**config.mk**
```make
export PLATFORM = sky130hd
export DESIGN_NAME = dispatch_ctrl
export DESIGN_NICKNAME = d
export VERILOG_FILES = /design/src/rtl/dispatch_ctrl.sv
export SDC_FILE = /design/constraint.sdc
export NUM_CORES = 1
export LEC_CHECK = 0
export ABC_AREA = 1
export CAP_MARGIN = 20
export CORE_AREA = 3 3 275 277
export CTS_CLUSTER_DIAMETER = 100
export CTS_CLUSTER_SIZE = 28
export DETAILED_ROUTE_END_ITERATION = 10
export DIE_AREA = 0 0 278 280
export HOLD_SLACK_MARGIN = 0.03
export SLEW_MARGIN = 20
export SYNTH_ARGS = -nofsm -noshare
export SYNTH_HDL_FRONTEND = slang
export SYNTH_SLANG_ARGS = --single-unit
```
**constraint.sdc**
```tcl
create_clock -name clk -period 2 [get_ports clk]
set_input_delay 0.3 -clock clk [delete_from_list [all_inputs] [get_ports clk]]
set_output_delay 0.3 -clock clk [all_outputs]
set_load 0.05 [all_outputs]
```
**src/rtl/dispatch_ctrl.sv**
```systemverilog
`default_nettype none
//============================================================================
// Module   : dispatch_ctrl
// Purpose  : Sequencing controller around the combinational pair scheduler.
//            Holds one fetched instruction pair, presents it to the
//            scheduler, and issues the result to the backend over a
//            valid/ready handshake. Dependent or load/store pairs are split
//            across two issue cycles. A JAL raises a one-cycle front-end
//            redirect followed by a fetch bubble of BUBBLE_CYC cycles.
// Ports    : clk, rst_n (async, active low), flush (sync backend flush)
//            fetch_valid/fetch_data/fetch_ready   : fetch-side handshake
//            sch_fetch_data -> scheduler; sch_*  <- scheduler results
//            issue_valid/issue_ready/issue_data/issue_dual : backend issue
//            redirect/redirect_pc                 : front-end redirect
//            cnt_dual/cnt_single/cnt_split/cnt_redirect : statistics
//            (present only when DISPATCH_STATS_EN is defined)
// Options  : DISPATCH_STATS_EN - adds the CNT_W-wide statistics counters.
// Revision : 1.0 - initial release
//============================================================================
module dispatch_ctrl #(
    parameter int BUBBLE_CYC = 2,
    parameter int CNT_W      = 32
) (
    input  logic                 clk,
    input  logic                 rst_n,
    input  logic                 flush,
    input  logic                 fetch_valid,
    input  logic [127:0]         fetch_data,
    output logic                 fetch_ready,
    output logic [127:0]         sch_fetch_data,
    input  logic [127:0]         sch_instr1,
    input  logic [127:0]         sch_instr2,
    input  logic                 sch_write1,
    input  logic                 sch_write2,
    input  logic                 sch_jal,
    input  logic [31:0]          sch_jal_addr,
    output logic                 issue_valid,
    input  logic                 issue_ready,
    output logic [127:0]         issue_data,
    output logic                 issue_dual,
    output logic                 redirect,
    output logic [31:0]          redirect_pc
`ifdef DISPATCH_STATS_EN
    ,
    output logic [CNT_W-1:0]     cnt_dual,
    output logic [CNT_W-1:0]     cnt_single,
    output logic [CNT_W-1:0]     cnt_split,
    output logic [CNT_W-1:0]     cnt_redirect
`endif
);

    localparam logic [1:0] c_st_empty  = 2'd0;
    localparam logic [1:0] c_st_hold   = 2'd1;
    localparam logic [1:0] c_st_split  = 2'd2;
    localparam logic [1:0] c_st_bubble = 2'd3;

    // Counter preload so that BUBBLE lasts exactly BUBBLE_CYC cycles.
    localparam logic [3:0] c_bub_init  = (BUBBLE_CYC == 0) ? 4'd0 : 4'(BUBBLE_CYC - 1);
    // Where a redirect leads: straight back to EMPTY when no bubble is wanted.
    localparam logic [1:0] c_st_after_jal = (BUBBLE_CYC == 0) ? c_st_empty : c_st_bubble;

    logic [1:0]   r_state;
    logic [1:0]   w_state_nxt;
    logic [127:0] r_hold;
    logic [63:0]  r_second;
    logic [3:0]   r_bub_cnt;

    logic w_j1, w_j2, w_spl, w_dual;
    logic w_hs, w_accept;
    logic w_jal_redirect;
    logic w_spl_hs;

    // Scheduler result classes. JAL wins over split/dual; a split request
    // wins over a plain dual issue.
    assign w_j1   = sch_jal & ~sch_write1;
    assign w_j2   = sch_jal &  sch_write1;
    assign w_spl  = ~sch_jal & sch_write2;
    assign w_dual = ~sch_jal & sch_write1 & ~sch_write2;

    // issue_valid and fetch_ready are already gated by flush and rst_n.
    assign w_hs     = issue_valid & issue_ready;
    assign w_accept = fetch_valid & fetch_ready;

    assign w_jal_redirect = (r_state == c_st_hold) & (w_j1 | (w_j2 & w_hs));
    assign w_spl_hs       = (r_state == c_st_hold) & w_spl & w_hs;

    assign sch_fetch_data = r_hold;

    // State register
    always_ff @(posedge clk or negedge rst_n) begin
        if (!rst_n) begin
            r_state <= c_st_empty;
        end else begin
            r_state <= w_state_nxt;
        end
    end

    // Next-state logic
    always_comb begin
        w_state_nxt = r_state;
        case (r_state)
            c_st_empty: begin
                if (w_accept) w_state_nxt = c_st_hold;
            end
            c_st_hold: begin
                if (w_j1 || (w_j2 && w_hs)) begin
                    w_state_nxt = c_st_after_jal;
                end else if (w_spl && w_hs) begin
                    w_state_nxt = c_st_split;
                end else if (w_dual && w_hs) begin
                    w_state_nxt = w_accept ? c_st_hold : c_st_empty;
                end
            end
            c_st_split: begin
                if (w_hs) w_state_nxt = w_accept ? c_st_hold : c_st_empty;
            end
            c_st_bubble: begin
                if (r_bub_cnt == 4'd0) w_state_nxt = c_st_empty;
            end
            default: w_state_nxt = c_st_empty;
        endcase
        if (flush) w_state_nxt = c_st_empty;
    end

    // Output logic. Everything is forced quiet while in reset or flushing.
    always_comb begin
        fetch_ready = 1'b0;
        issue_valid = 1'b0;
        issue_dual  = 1'b0;
        issue_data  = 128'd0;
        redirect    = 1'b0;
        redirect_pc = 32'd0;
        if (rst_n && !flush) begin
            case (r_state)
                c_st_empty: begin
                    fetch_ready = 1'b1;
                end
                c_st_hold: begin
                    if (w_j1) begin
                        redirect    = 1'b1;
                        redirect_pc = sch_jal_addr;
                    end else if (w_j2) begin
                        issue_valid = 1'b1;
                        issue_data  = sch_instr1;
                        // Redirect only once the slot ahead of the JAL is taken.
                        if (issue_ready) begin
                            redirect    = 1'b1;
                            redirect_pc = sch_jal_addr;
                        end
                    end else if (w_spl) begin
                        issue_valid = 1'b1;
                        issue_data  = sch_instr1;
                    end else if (w_dual) begin
                        issue_valid = 1'b1;
                        issue_dual  = 1'b1;
                        issue_data  = sch_instr1;
                        fetch_ready = issue_ready;
                    end
                end
                c_st_split: begin
                    issue_valid = 1'b1;
                    issue_data  = {64'd0, r_second};
                    fetch_ready = issue_ready;
                end
                default: begin
                end
            endcase
        end
    end

    // Data registers
    always_ff @(posedge clk or negedge rst_n) begin
        if (!rst_n) begin
            r_hold    <= 128'd0;
            r_second  <= 64'd0;
            r_bub_cnt <= 4'd0;
        end else if (flush) begin
            r_hold    <= 128'd0;
            r_second  <= 64'd0;
            r_bub_cnt <= 4'd0;
        end else begin
            if (w_accept) r_hold <= fetch_data;
            if (w_spl_hs) r_second <= sch_instr2[63:0];
            if (w_jal_redirect) begin
                r_bub_cnt <= c_bub_init;
            end else if ((r_state == c_st_bubble) && (r_bub_cnt != 4'd0)) begin
                r_bub_cnt <= r_bub_cnt - 4'd1;
            end
        end
    end

`ifdef DISPATCH_STATS_EN
    // Statistics survive flush; a flushed cycle has no handshake or redirect.
    always_ff @(posedge clk or negedge rst_n) begin
        if (!rst_n) begin
            cnt_dual     <= '0;
            cnt_single   <= '0;
            cnt_split    <= '0;
            cnt_redirect <= '0;
        end else begin
            if (w_hs &&  issue_dual) cnt_dual   <= cnt_dual + 1'b1;
            if (w_hs && !issue_dual) cnt_single <= cnt_single + 1'b1;
            if (w_spl_hs)            cnt_split  <= cnt_split + 1'b1;
            if (redirect)            cnt_redirect <= cnt_redirect + 1'b1;
        end
    end
    logic w_unused_ok;
    assign w_unused_ok = &{1'b0, sch_instr2[127:64]};
`else
    logic w_unused_ok;
    assign w_unused_ok = &{1'b0, sch_instr2[127:64], CNT_W[0]};
`endif

endmodule
`default_nettype wire

```
==> results.yml <==
power:
  p_sw_frac: 0.407
  share_seq_of_total_power: 0.295
  internal_power_mw: 8.88
  p_clk_frac: 0.243
  p_leak_nw: 10.3
  switchingPower_mw: 6.10
  combPwrFrac: 0.462
  power_mw: 15.0
  ir_worst_vdd_mv: 0.570
  powerDensity_mw_per_mm2: 643
grt:
  grt_overflow: 0
  antenna_found_initial: 3
  grt_max_degree: 111
  grtUsageTotal: 0.132
  grt_pass1_wl_mm: 77.9
  grt_pass1_vias: 12300
sta:
  slew_headroom: 0.473
  period_share: 1.26
  max_freq_ghz: 0.396
  setup_tns_ns: -70.73
  worst_pin_slew_ns: 0.790
  final-setup-viol-count: 201
  layout_min_cycle_time_ns: 2.53
  rsz0062_at_grt: "true"
  setup_ws_ns: -0.526
  clock_skew_ns: 0.0173
  worst_hold_slack_ns: 0.341
  final-hold-violation-count: 0
  drv_slew: 0
clocking:
  cts-root-buf: "clkbuf_16"
  cts-buffers-inserted: 17
  insertion_delay_ns: 0.48
  cts_buffer_depth: 2
  cts_tree: "yes"
  cts.sinks: 198
  path_clk_slew_ns: 0.09
  htree_num_levels: 4
die:
  die-area_sq_mm: 0.0778
  dieHeight_um: 280
  core_area_sq_mm: 0.0731
  fp.dieW_um: 278
  initial_utilization: 0.140
  io_pins: 716
  rows: 99
flow_run:
  cap_violations: 0
worst_setup_path:
  cp-start-kind: "register"
  path_class: "reg2out"
  r2r-start: "r_state[0]"
  worstPathRequired_ns: 1.70
  worst_setup_path_end_kind: "output pin"
  cp_max_fo: 7
  cp_data_arrival_time_ns: 2.23
  crit_start: "r_state[0]"
hold_path:
  hp-class: "in2async"
logic_synthesis:
  yosysMostFrequentCell: "nand2_1"
  synth_ff_type: "dfrtp_1"
  yosys-top-cells-count: "nand2_1 (477), nand3_1 (320), dfrtp_1 (198)"
  avgSynthCellArea_sq_um: 7.49
  syn_inst: 1364
  yosysWarnings: 0
  synth_top_area_share: 0.485
  synth.net_count: 1794
  ys_seq_area_frac: 0.485
  synth_edf_count: 0
  synth.distinct_cells: 28
  synth_area_leaders: "dfrtp_1 (49%), nand2_1 (18%), nand3_1 (16%)"
  ys_ff_latch: 198
  synth.largest_area_cell: "dfrtp_1"
  async_flop_share: 1.00
  syn_area_sq_mm: 0.0102
place:
  io_buffers: 651
  gp_congestion: 0.814
  hpwl_mm: 37.4
  placed_cell_area_sq_mm: 0.0211
  pre_cts_ws_ns: -0.588
  post-place-cells: 2967
routing:
  avgViaCountPerCell: 3.97
  met1_length_mm: 20.7
  wl_per_cell_um: 17.2
  num_vias: 12100
  drt-pass1-iter-count: 5
  drcViolationCount: 0
  drtIter0Drc: 474
  drt-total-wl_mm: 52.5
  ant_nets: 0
  dr_wl_met2_mm: 26.1
  met3_length_mm: 4.24
  top_layer: "met4"
outcome:
  violations: "setup timing"
  status: "finished, violations left"
layout:
  fin_nets: 2500
  drive_gt1_frac: 0.289
  finish.utilization: 0.319
  syn_to_final_growth_pct: 128
  finalInstanceArea_sq_mm: 0.0233
  final_cells: 3043
[critical path, stage by stage (launching register included)]
cell       delay, ns
dfrtp_1         0.39
inv_2           0.07
ha_4            0.27
inv_4           0.04
nor2_8          0.14
buf_12          0.14
clkinv_16       0.07
buf_12          0.15
buf_16          0.16
a21oi_4         0.16
buf_12          0.16
[registers in the layout (all words and copies together) (netlist names)]
name and flops:
sch_fetch_data 128, r_state 2, r_bub_cnt 4, r_second 64
[layer usage]
layer | global-route usage | vias up
li1 | - | 5814
met1 | 0.152 | 5696
met5 | 0 | -
met2 | 0.228 | 509
met4 | 0.0494 | 0
met3 | 0.0419 | 57
[cell usage in the layout (no fill, tap or decap), types with 3 or more instances in the layout]
master | Yosys | final
inv_2 | 3 | 5
dlygate4sd2_1 | 0 | 110
buf_4 | 4 | 68
buf_8 | 0 | 5
nor2_1 | 105 | 7
nor2_2 | 0 | 4
nand2_1 | 477 | 429
a21oi_4 | 0 | 63
buf_16 | 0 | 14
clkbuf_16 | 0 | 19
nand2_4 | 1 | 7
nand2_2 | 2 | 43
inv_4 | 1 | 4
nor2_4 | 0 | 94
inv_1 | 47 | 40
inv_6 | 0 | 4
buf_6 | 16 | 20
nand3_1 | 320 | 315
nand3_4 | 0 | 3
dfrtp_1 | 198 | 198
clkinv_4 | 0 | 3
clkdlybuf4s50_1 | 0 | 368
ha_4 | 0 | 3
buf_12 | 0 | 212
inv_8 | 0 | 4
ha_1 | 6 | 3
nand3_2 | 11 | 13
[cell type report]
cell class | instances | area, sq um
Inverter | 51 | 233
Fill cell | 7517 | 49800
Timing Repair Buffer | 801 | 10200
Antenna cell | 1 | 2.50
Clock buffer | 18 | 439
Sequential cell | 198 | 4950
Clock inverter | 14 | 151
Tap cell | 959 | 1200
Multi-Input combinational cell | 1001 | 6120
[logic make-up after synthesis]
kind of cell             Yosys count  synth area share
AND/OR/NAND/NOR                  924             0.392
buffers and inverters            165            0.0794
adder cells (fa/ha/maj)            6           0.00735
AO/OA/AOI/OAI                     68            0.0335
flip-flops                       198             0.485
XOR/XNOR                           3           0.00257
[repair_timing]
action,CTS,global route
hold buffers,1,0
resized for setup,288,45
buffers inserted,22,8
gates cloned,16,2
endpoints found under the setup margin,275,358
pin swaps,10,17
endpoints found under the hold margin,181,0
[power by group through the flow]
| stage | registers [mW] | clock network [mW] | logic, mW |
|---|---|---|---|
| after floorplan | 5.36 | 0 | 2.13 |
| final | 4.42 | 3.64 | 6.92 |
| after global placement | 4.49 | 0 | 5.87 |
| after global routing | 4.45 | 3.96 | 7.29 |
| after CTS | 4.42 | 3.83 | 6.94 |
| after detailed placement | 4.49 | 0 | 5.88 |
[path summary, 6_finish.rpt]
kind	endpoint	slack, ns	depth (start not counted)
worst max register to register	r_second[60]	-0.04	14
max in group asynchronous	sch_fetch_data[23]	0.54	3
worst min-delay path	r_bub_cnt[1]	0.34	2
worst min register to register	sch_fetch_data[18]	0.50	2
worst max-delay path	issue_data[29]	-0.53	10
min in group clk	sch_fetch_data[110]	0.34	3
No activity file was read; power rests on OpenSTA's default activity.
